### config.mk
export PLATFORM = sky130hd
export DESIGN_NAME = uart_rx
export DESIGN_NICKNAME = d
export VERILOG_FILES = /design/src/rtl/uart_rx.sv
export SDC_FILE = /design/constraint.sdc
export NUM_CORES = 1
export LEC_CHECK = 0
export BUFFER_PORTS_ARGS = -buffer_cell sky130_fd_sc_hd__buf_2
export CAP_MARGIN = 25
export CORE_UTILIZATION = 25
export DETAILED_ROUTE_END_ITERATION = 12
export PLACE_DENSITY = 0.48
export SKIP_CTS_REPAIR_TIMING = 1
export SYNTH_ARGS = -nofsm -noshare
export SYNTH_HDL_FRONTEND = slang
export SYNTH_SLANG_ARGS = --single-unit
### constraint.sdc
create_clock -name sysclk -period 2 [get_ports sysclk]
set_clock_uncertainty 0.05 [all_clocks]
set_input_delay 0.1 -clock sysclk [delete_from_list [all_inputs] [get_ports sysclk]]
set_output_delay 0.1 -clock sysclk [all_outputs]
set_load 0.03 [all_outputs]
### src/rtl/uart_rx.sv
`default_nettype none
// ============================================================================
//  Module      : uart_rx
//  Description : 8N1 UART receiver. Synchronises the asynchronous rx line,
//                confirms the start bit at mid-bit, samples 8 data bits LSB
//                first at their centres, then checks the stop bit. A good
//                frame updates o_data with a one-cycle o_valid pulse. A low
//                stop bit gives a one-cycle o_frame_err pulse and drops the
//                byte.
//  Ports       : sysclk      in   system clock, rising edge
//                rst         in   synchronous active-high reset
//                i_en        in   receiver enable; low forces IDLE
//                i_rx        in   asynchronous serial line, idle high
//                o_data      out  last correctly framed byte (bit0 first rx)
//                o_valid     out  1-cycle pulse, o_data updated
//                o_frame_err out  1-cycle pulse, stop bit was low
//                o_busy      out  high whenever not IDLE
//  Revision    : 1.0  initial release
// ============================================================================
module uart_rx #(
  parameter int CLK_FREQ_HZ = 125_000_000,
  parameter int BAUD_RATE   = 115_200
) (
  input  logic       sysclk,
  input  logic       rst,
  input  logic       i_en,
  input  logic       i_rx,
  output logic [7:0] o_data,
  output logic       o_valid,
  output logic       o_frame_err,
  output logic       o_busy
);

  localparam int CLKS_PER_BIT = CLK_FREQ_HZ / BAUD_RATE;
  localparam int CNT_W        = (CLKS_PER_BIT > 1) ? $clog2(CLKS_PER_BIT) : 1;

  localparam logic [CNT_W-1:0] HALF_LAST = CNT_W'(CLKS_PER_BIT / 2 - 1);
  localparam logic [CNT_W-1:0] BIT_LAST  = CNT_W'(CLKS_PER_BIT - 1);
  localparam logic [CNT_W-1:0] CNT_ONE   = CNT_W'(1);

  typedef enum logic [1:0] {
    IDLE  = 2'd0,
    START = 2'd1,
    DATA  = 2'd2,
    STOP  = 2'd3
  } state_t;

  // Two-flop synchroniser; flops reset high so reset never looks like a start bit.
  logic sync1;
  logic rx_s;

  state_t           state, state_n;
  logic [CNT_W-1:0] cnt, cnt_n;
  logic [2:0]       idx, idx_n;
  logic [7:0]       shreg, shreg_n;
  logic [7:0]       data_n;
  logic             valid_n;
  logic             frame_err_n;

  always_ff @(posedge sysclk) begin
    if (rst) begin
      sync1       <= 1'b1;
      rx_s        <= 1'b1;
      state       <= IDLE;
      cnt         <= '0;
      idx         <= '0;
      shreg       <= '0;
      o_data      <= 8'h00;
      o_valid     <= 1'b0;
      o_frame_err <= 1'b0;
    end else begin
      sync1       <= i_rx;
      rx_s        <= sync1;
      state       <= state_n;
      cnt         <= cnt_n;
      idx         <= idx_n;
      shreg       <= shreg_n;
      o_data      <= data_n;
      o_valid     <= valid_n;
      o_frame_err <= frame_err_n;
    end
  end

  always_comb begin
    state_n     = state;
    cnt_n       = cnt;
    idx_n       = idx;
    shreg_n     = shreg;
    data_n      = o_data;
    valid_n     = 1'b0;
    frame_err_n = 1'b0;

    if (!i_en) begin
      state_n = IDLE;
      cnt_n   = '0;
      idx_n   = '0;
    end else begin
      unique case (state)
        IDLE: begin
          cnt_n = '0;
          idx_n = '0;
          // Level-sensitive: a line already low when enabled counts as a start.
          if (!rx_s) state_n = START;
        end
        START: begin
          if (cnt == HALF_LAST) begin
            cnt_n = '0;
            idx_n = '0;
            state_n = rx_s ? IDLE : DATA;  // high at mid-bit: glitch, not a start
          end else begin
            cnt_n = cnt + CNT_ONE;
          end
        end
        DATA: begin
          if (cnt == BIT_LAST) begin
            cnt_n        = '0;
            shreg_n[idx] = rx_s;
            if (idx == 3'd7) state_n = STOP;
            else             idx_n   = idx + 3'd1;
          end else begin
            cnt_n = cnt + CNT_ONE;
          end
        end
        STOP: begin
          // Leaving at mid stop bit leaves half a bit of slack, so the next
          // start edge can follow the stop bit with no idle gap.
          if (cnt == BIT_LAST) begin
            cnt_n   = '0;
            state_n = IDLE;
            if (rx_s) begin
              data_n  = shreg;
              valid_n = 1'b1;
            end else begin
              frame_err_n = 1'b1;
            end
          end else begin
            cnt_n = cnt + CNT_ONE;
          end
        end
        default: state_n = IDLE;
      endcase
    end
  end

  assign o_busy = (state != IDLE);

endmodule
`default_nettype wire

# Word level (Yosys, flattened, before mapping)
# Cells that the tools add are included.
# totals
out_inout_bits,11
wordCells,58
ff_bits,36
# classes
bitwise,3
reduce_logical,11
mux,19
magnitude_cmp,2
eq_ne,12
add_sub_neg,2
# ops
cell,n
$pmux W11 S3,1
$mux W11,2
$mux W2,6
$ne A2 B2 Y1 const B,6
$add A11 B1 Y11 const B,1
$eq A11 B10 Y1 const B,1
$eq A11 B11 Y1 const B,1
$mux W3,3
$pmux W3 S3,1
$bwmux W8,1
$pmux W2 S4,1
$reduce_and A4 Y1,2
$reduce_and A5 Y1,1
$eq A2 B2 Y1 const B,2
$lt A3 B4 Y1 const B,1
$reduce_or A2 Y1,2
$reduce_or A4 Y1,1
$add A3 B1 Y3 const B,1
$demux W1 S3,1
$eq A3 B3 Y1 const B,1
$ge A3 B1 Y1 const B,1
$mux W1,3
$not A1 Y1,3
$reduce_and A3 Y1,1
other kinds (5),5

# Depth between registers and ports, before layout
# Gate-level depths: netlist (run 1).
# depth
depth_word,5
ltp_mapped,7

# Worst setup path after synthesis (run 1)
# OpenSTA, ideal clock, no wires.
# synth_timing
path_type,register to register
startpoint,reg cnt[7]
endpoint,reg idx[0]
arrival_time_ps,1782
setup_slack_ps,46
path_stages_with_launch,6
n_path_buf,1
synth_period_minus_slack_ps,1954
required_ps,1829
path_cell_list,dfxtp_1 > or3_1 > buf_6 > or4b_4 > o2bb2ai_2 > mux2_4
# synth_via
elab_chain_len,3
elab_cells_between_ends,5
cone_classes,eq/ne: 4; reduce/logical: 1
# synth_rtl
element,line_no,rtl
"start, declared",53,"logic [CNT_W-1:0] cnt, cnt_n;"
"start signal, assigned",75,cnt <= cnt_n;
$eq A11 B11 Y1 or $eq A11 B10 Y1 (tied branches),"115, 106",
$ne A2 B2 Y1 (no source line),n/a,
$reduce_and A4 Y1 (no source line) *,n/a,
"end signal, assigned",76,idx <= idx_n;
"end, declared",54,"logic [2:0] idx, idx_n;"
# Mark *: on every way between the ends. The rest lies on a longest branch, timed or not.
# A chain may end at the register's enable or synchronous reset.

# Worst setup path in the final report (run 1)
# layout_timing
startpoint,reg cnt[6]
endpoint,reg idx[0]
# The elaborated chain is that of the path after synthesis.

==> impl_metrics.tcl, run 1 <==
set metrics [dict create \
    slew_viol_final 0 \
    clockPowerShare_pct 41.2 \
    synth_area_leader_cell "dfxtp_1" \
    synth.distinct_cells 43 \
    core_area_um2 6390 \
    clock-root-buffer "clkbuf_8" \
    die_width_um 83.6 \
    regArea_um2 721 \
    ir_drop_v 0.000246 \
    cts.clk_slew.worst_paths_ns 0.07 \
    worstSetupPathType "reg -> reg" \
    max_stage_delay_ns 0.60 \
    power.internal_mw 1.01 \
    via_per_inst 4.52 \
    drt_iter0_markers 37 \
    setup.worst_path.end_class "register" \
    final_cell_mix "36 x dfxtp_1, 23 x nor2_1, 15 x mux2i_1" \
    ioPinCount 15 \
    multi_input_comb_area_um2 882 \
    num_rows 29 \
    hold_ws_ns 0.110 \
    antenna_left 0 \
    num_vias 1224 \
    drv_cap 0 \
    setup_violations 0 \
    p_leak_nw 0.723 \
    drt_first_pass_iters 4 \
    cts_tree "built" \
    track_usage_pct 9.76 \
    fillers 671 \
    clk_path_buf_depth 2 \
    insertedDiodeCount 0 \
    fin_crit_ns 1.91 \
    p_sw_uw 265 \
    overflow 0 \
    synth_nets 177 \
    synthesis.area_um2 1660 \
    drive_gt1_share_pct 23.7 \
    hpwl_mm 2.21 \
    worst_pin_slew_ns 0.469 \
    final-hold-violation-count 0 \
    cp_cell_sequence "or3_1, or4b_4, o2bb2ai_2, mux2_4" \
    final_common_cell "dfxtp_1" \
    port_buffers 14 \
    seq_area_frac_synth_pct 43.3 \
    nNetsFinal 202 \
    antenna_found_initial 0 \
    crit_fanout 5 \
    grt_max_degree 21 \
    rsz0062_at_grt "false" \
    finalSetupTns_ns 0 \
    htreeDepth 2 \
    synth_top_area_share_pct 43.3 \
    pwr-share-seq_pct 56.4 \
    routedWlPerCell_um 11.7 \
    clk-insertion-delay-late_ns 0.28 \
    area_delta_synth_final_pct 19.8 \
    initial_utilization_pct 26.0 \
    cp_data_required_time_ns 2.13 \
    ys_ff_latch 36 \
    period_share_pct 95.4 \
    die_height_um 83.6 \
    yosys-top-cells-area "dfxtp_1 43%, mux2i_1 9.0%, nor2_1 5.2%" \
    finalWirelength_mm 3.17 \
    die-area_um2 6980 \
    grt_pass1_vias 1152 \
    cts_made_buffers 5 \
    place_congestion 0.821 \
    slew_headroom_pct 68.6 \
    synth_edf_count 0 \
    drc_errors 0 \
    max_freq_mhz 524 \
    synth.avg_cell_area_um2 9.90 \
    synthFlopType "dfxtp_1" \
    status "finished clean" \
    clock_sinks 36 \
    netlist_instances 168 \
    p_comb_share_pct 2.5 \
    synth_async_sr_flop_share_pct 0 \
    netSwitchingFraction_pct 20.7 \
    arrival_ns 2.03 \
    slowest_stage "or4b_4" \
    power.density_nw_per_um2 642 \
    yosys_warnings 0 \
    grt_first_pass_wirelength_mm 5.40 \
    start_kind "register" \
    hold_path.class "in -> reg" \
]
==> cells by family after synthesis <==
group	synth area share, %
AND/OR/NAND/NOR	28.6
flip-flops	43.3
AO/OA/AOI/OAI	6.02
buffers and inverters	3.61
XOR/XNOR	4.74
multiplexers	9.93
adder cells (fa/ha/maj)	3.76
==> worst max-delay path, delay by kind of cell (launching register included) <==
| kind | cells | cell delay [ns] |
|---|---|---|
| compound gates | 1 | 0.16 |
| flops | 1 | 0.33 |
| mux | 1 | 0.26 |
| simple gates | 2 | 1.01 |
==> layout make-up <==
class | instances | share of cell area, %
flip-flops and latches | 36 | 36.2
clock buffers | 8 | 4.52
multi-input cells | 120 | 44.3
repair buffers | 26 | 9.42
inverters | 4 | 0.754
well taps | 77 | 4.84
==> sequential cells by signal, indices dropped and copies added (netlist names), named ones only <==
signal	cells
cnt	11
o_data	8
shreg	8
idx	3
o_frame_err	1
o_valid	1
rx_s	1
state	1
sync1	1
==> per-layer routing <==
layer	up-vias	wire, um	global-route usage, %
li1	632	-	-
met1	564	1630	12.7
met2	23	1370	14.8
met3	5	104	2.87
met4	0	65	4.62
met5	-	0	0
==> cells in the mapped netlist (4+ instances only) <==
master	number
nand3_1	6
clkbuf_1	4
inv_1	4
mux2i_1	15
nand2_1	6
dfxtp_1	36
ha_1	5
nor3_1	5
xor2_1	4
nand2b_1	9
nor2_1	23
xnor2_1	5
nand4_1	4
==> power by group through the flow <==
stage / sequential (mW) / clock [mW] / combinational, mW
finish: 0.721 / 0.527 / 0.0314
global route: 0.721 / 0.589 / 0.0343
CTS: 0.720 / 0.557 / 0.0307
detailed placement: 0.737 / 0 / 0.0305
global placement: 0.737 / 0 / 0.0305
floorplan: 0.737 / 0 / 0.0182
==> through the flow <==
stage                     instances  area, um^2  power, mW  setup WS (ns)  utilization, %
after floorplan                 168        1660      0.755         0.0464               -
after global placement          262        1890      0.768          0.106            29.6
after detailed placement        262        1890      0.768         0.0910            29.6
after CTS                       270        1980       1.31         0.0802            31.0
after global routing            271        1990       1.34         0.0283            31.2
final                           271        1990       1.28         0.0923            31.2
==> worst paths after layout <==
path / startpoint / endpoint / slack [ns] / cells after the start
setup / recovery: cnt[6]$_SDFF_PP0_ / idx[0]$_SDFFE_PP0P_ / 0.09 / 4
hold / removal: rst / state[0]$_SDFFE_PP0P_ / 0.11 / 3
setup reg to reg: cnt[6]$_SDFF_PP0_ / idx[0]$_SDFFE_PP0P_ / 0.09 / 4
hold reg to reg: sync1$_SDFF_PP1_ / rx_s$_SDFF_PP1_ / 0.36 / 1
Power figures use the tool's default switching activity.
==> run 2: changes to the inputs <==
- CELL_PAD_IN_SITES_DETAIL_PLACEMENT: unset -> 0
- CELL_PAD_IN_SITES_GLOBAL_PLACEMENT: unset -> 1
- PLACE_DENSITY: 0.48 -> 0.56
==> run 2 against run 1 <==
  * Utilization up 0.24 points
  * Worst hold slack better by 0.018 ns
  * Via count about the same
  * Routed wire length up 0.35%
  * Count of clock-buffer cells in the layout down 2
  * Final cell count up 0.74%
  * Global-route usage up 0.49 points
  * Power up 0.11%
  * Maximum frequency up 0.10%
  * Critical endpoint unchanged
  * Highest routed layer unchanged
==> impl_metrics.tcl, run 2 (same netlist as run 1, synthesis figures left out) <==
set metrics [dict create \
    rsz0062_at_grt "false" \
    drt_iter0_markers 41 \
    grt_first_pass_wirelength_mm 5.67 \
    final_common_cell "dfxtp_1" \
    num_vias 1223 \
    largest_register_ffs 11 \
    period_share_pct 95.3 \
    max_stage_delay_ns 0.59 \
    routedWlPerCell_um 11.7 \
    clock-root-buffer "clkbuf_8" \
    arrival_ns 2.03 \
    num_rows 29 \
    initial_utilization_pct 26.0 \
    area_delta_synth_final_pct 20.7 \
    antenna_found_initial 0 \
    port_buffers 14 \
    overflow 0 \
    reg_top3 "cnt (11), o_data (8), shreg (8)" \
    nNetsFinal 204 \
    hold_ws_ns 0.128 \
    worstSetupPathType "reg -> reg" \
    cp_data_required_time_ns 2.12 \
    worst_slack_ns 0.0943 \
    die-area_um2 6980 \
    die_width_um 83.6 \
    cts_tree "built" \
    insertedDiodeCount 0 \
    final-hold-violation-count 0 \
    slowest_stage "or4b_4" \
    drive_gt1_share_pct 26.5 \
    via_per_inst 4.48 \
    worst_pin_slew_ns 0.455 \
    max_freq_mhz 525 \
    crit_fanout 6 \
    hpwl_mm 2.28 \
    dp_cells 264 \
    cts_made_buffers 5 \
    path_buf_inv 0 \
    finalNonFillerCells 273 \
    regMostFlops "cnt" \
    track_usage_pct 10.2 \
    cts.clk_slew.worst_paths_ns 0.07 \
    setup.worst_path.end_class "register" \
    hold_path.class "in -> reg" \
    start_kind "register" \
    clk-insertion-delay-late_ns 0.28 \
    finalSetupTns_ns 0 \
    drc_errors 0 \
    power.density_nw_per_um2 638 \
    ir_drop_v 0.000225 \
    clock_sinks 36 \
    slew_viol_final 0 \
    place_congestion 0.727 \
    finalWirelength_mm 3.18 \
    fin_crit_ns 1.91 \
    drv_cap 0 \
    slew_headroom_pct 69.6 \
    clk_path_buf_depth 2 \
    final_cell_mix "36 x dfxtp_1, 23 x nor2_1, 15 x mux2i_1" \
    setup_violations 0 \
    fin_util_pct 31.4 \
    post-place-ws_ns 0.0149 \
    drt_first_pass_iters 4 \
    status "finished clean" \
    grt_max_degree 21 \
    htreeDepth 2 \
    ioPinCount 15 \
    die_height_um 83.6 \
    cp_top_family "simple AND/OR/NAND/NOR gates" \
    antenna_left 0 \
    grt_pass1_vias 1192 \
    cp_cell_sequence "or3_4, or4b_4, o2bb2ai_2, mux2_4" \
    core_area_um2 6390 \
    p_leak_nw 0.739 \
]
[run 2: worst reg2reg max path: stages, from the launching register on]
cell       delay (ns)
dfxtp_1          0.31
or3_4            0.42
or4b_4           0.59
o2bb2ai_2        0.16
mux2_4           0.26
[run 2: final cells by class]
cell class              instances  area (um^2)
fillers                       667         4380
multi-input cells             120          892
flip-flops and latches         36          721
repair buffers                 28          190
well taps                      77         96.3
clock buffers                   6         82.6
inverters                       4         15.0
clock inverters                 2         10.0
[run 2: stage by stage]
step	cell area, um^2	power, mW
final	2010	1.28
after floorplan	1660	0.755
after global placement	1890	0.768
after global routing	2010	1.35
after CTS	1990	1.31
after detailed placement	1890	0.768
[run 2: power breakdown]
part	internal, mW	switching (mW)
Sequential	0.719	0.00196
Combinational	0.0140	0.0171
Clock	0.275	0.254
[run 2: final timing paths]
kind,from,endpoint,slack (ns),cells past startpoint
max,cnt[7]$_SDFF_PP0_,idx[0]$_SDFFE_PP0P_,0.09,4
min,rst,state[0]$_SDFFE_PP0P_,0.13,3
min reg2reg,sync1$_SDFF_PP1_,rx_s$_SDFF_PP1_,0.37,1
max reg2reg,cnt[7]$_SDFF_PP0_,idx[0]$_SDFFE_PP0P_,0.09,4
[run 2: layer usage]
layer | GRT usage, % | part of all wire (%)
met1 | 13.7 | 53
met3 | 2.97 | 3.0
met4 | 4.62 | 1.7
met2 | 15.3 | 42
met5 | 0 | 0
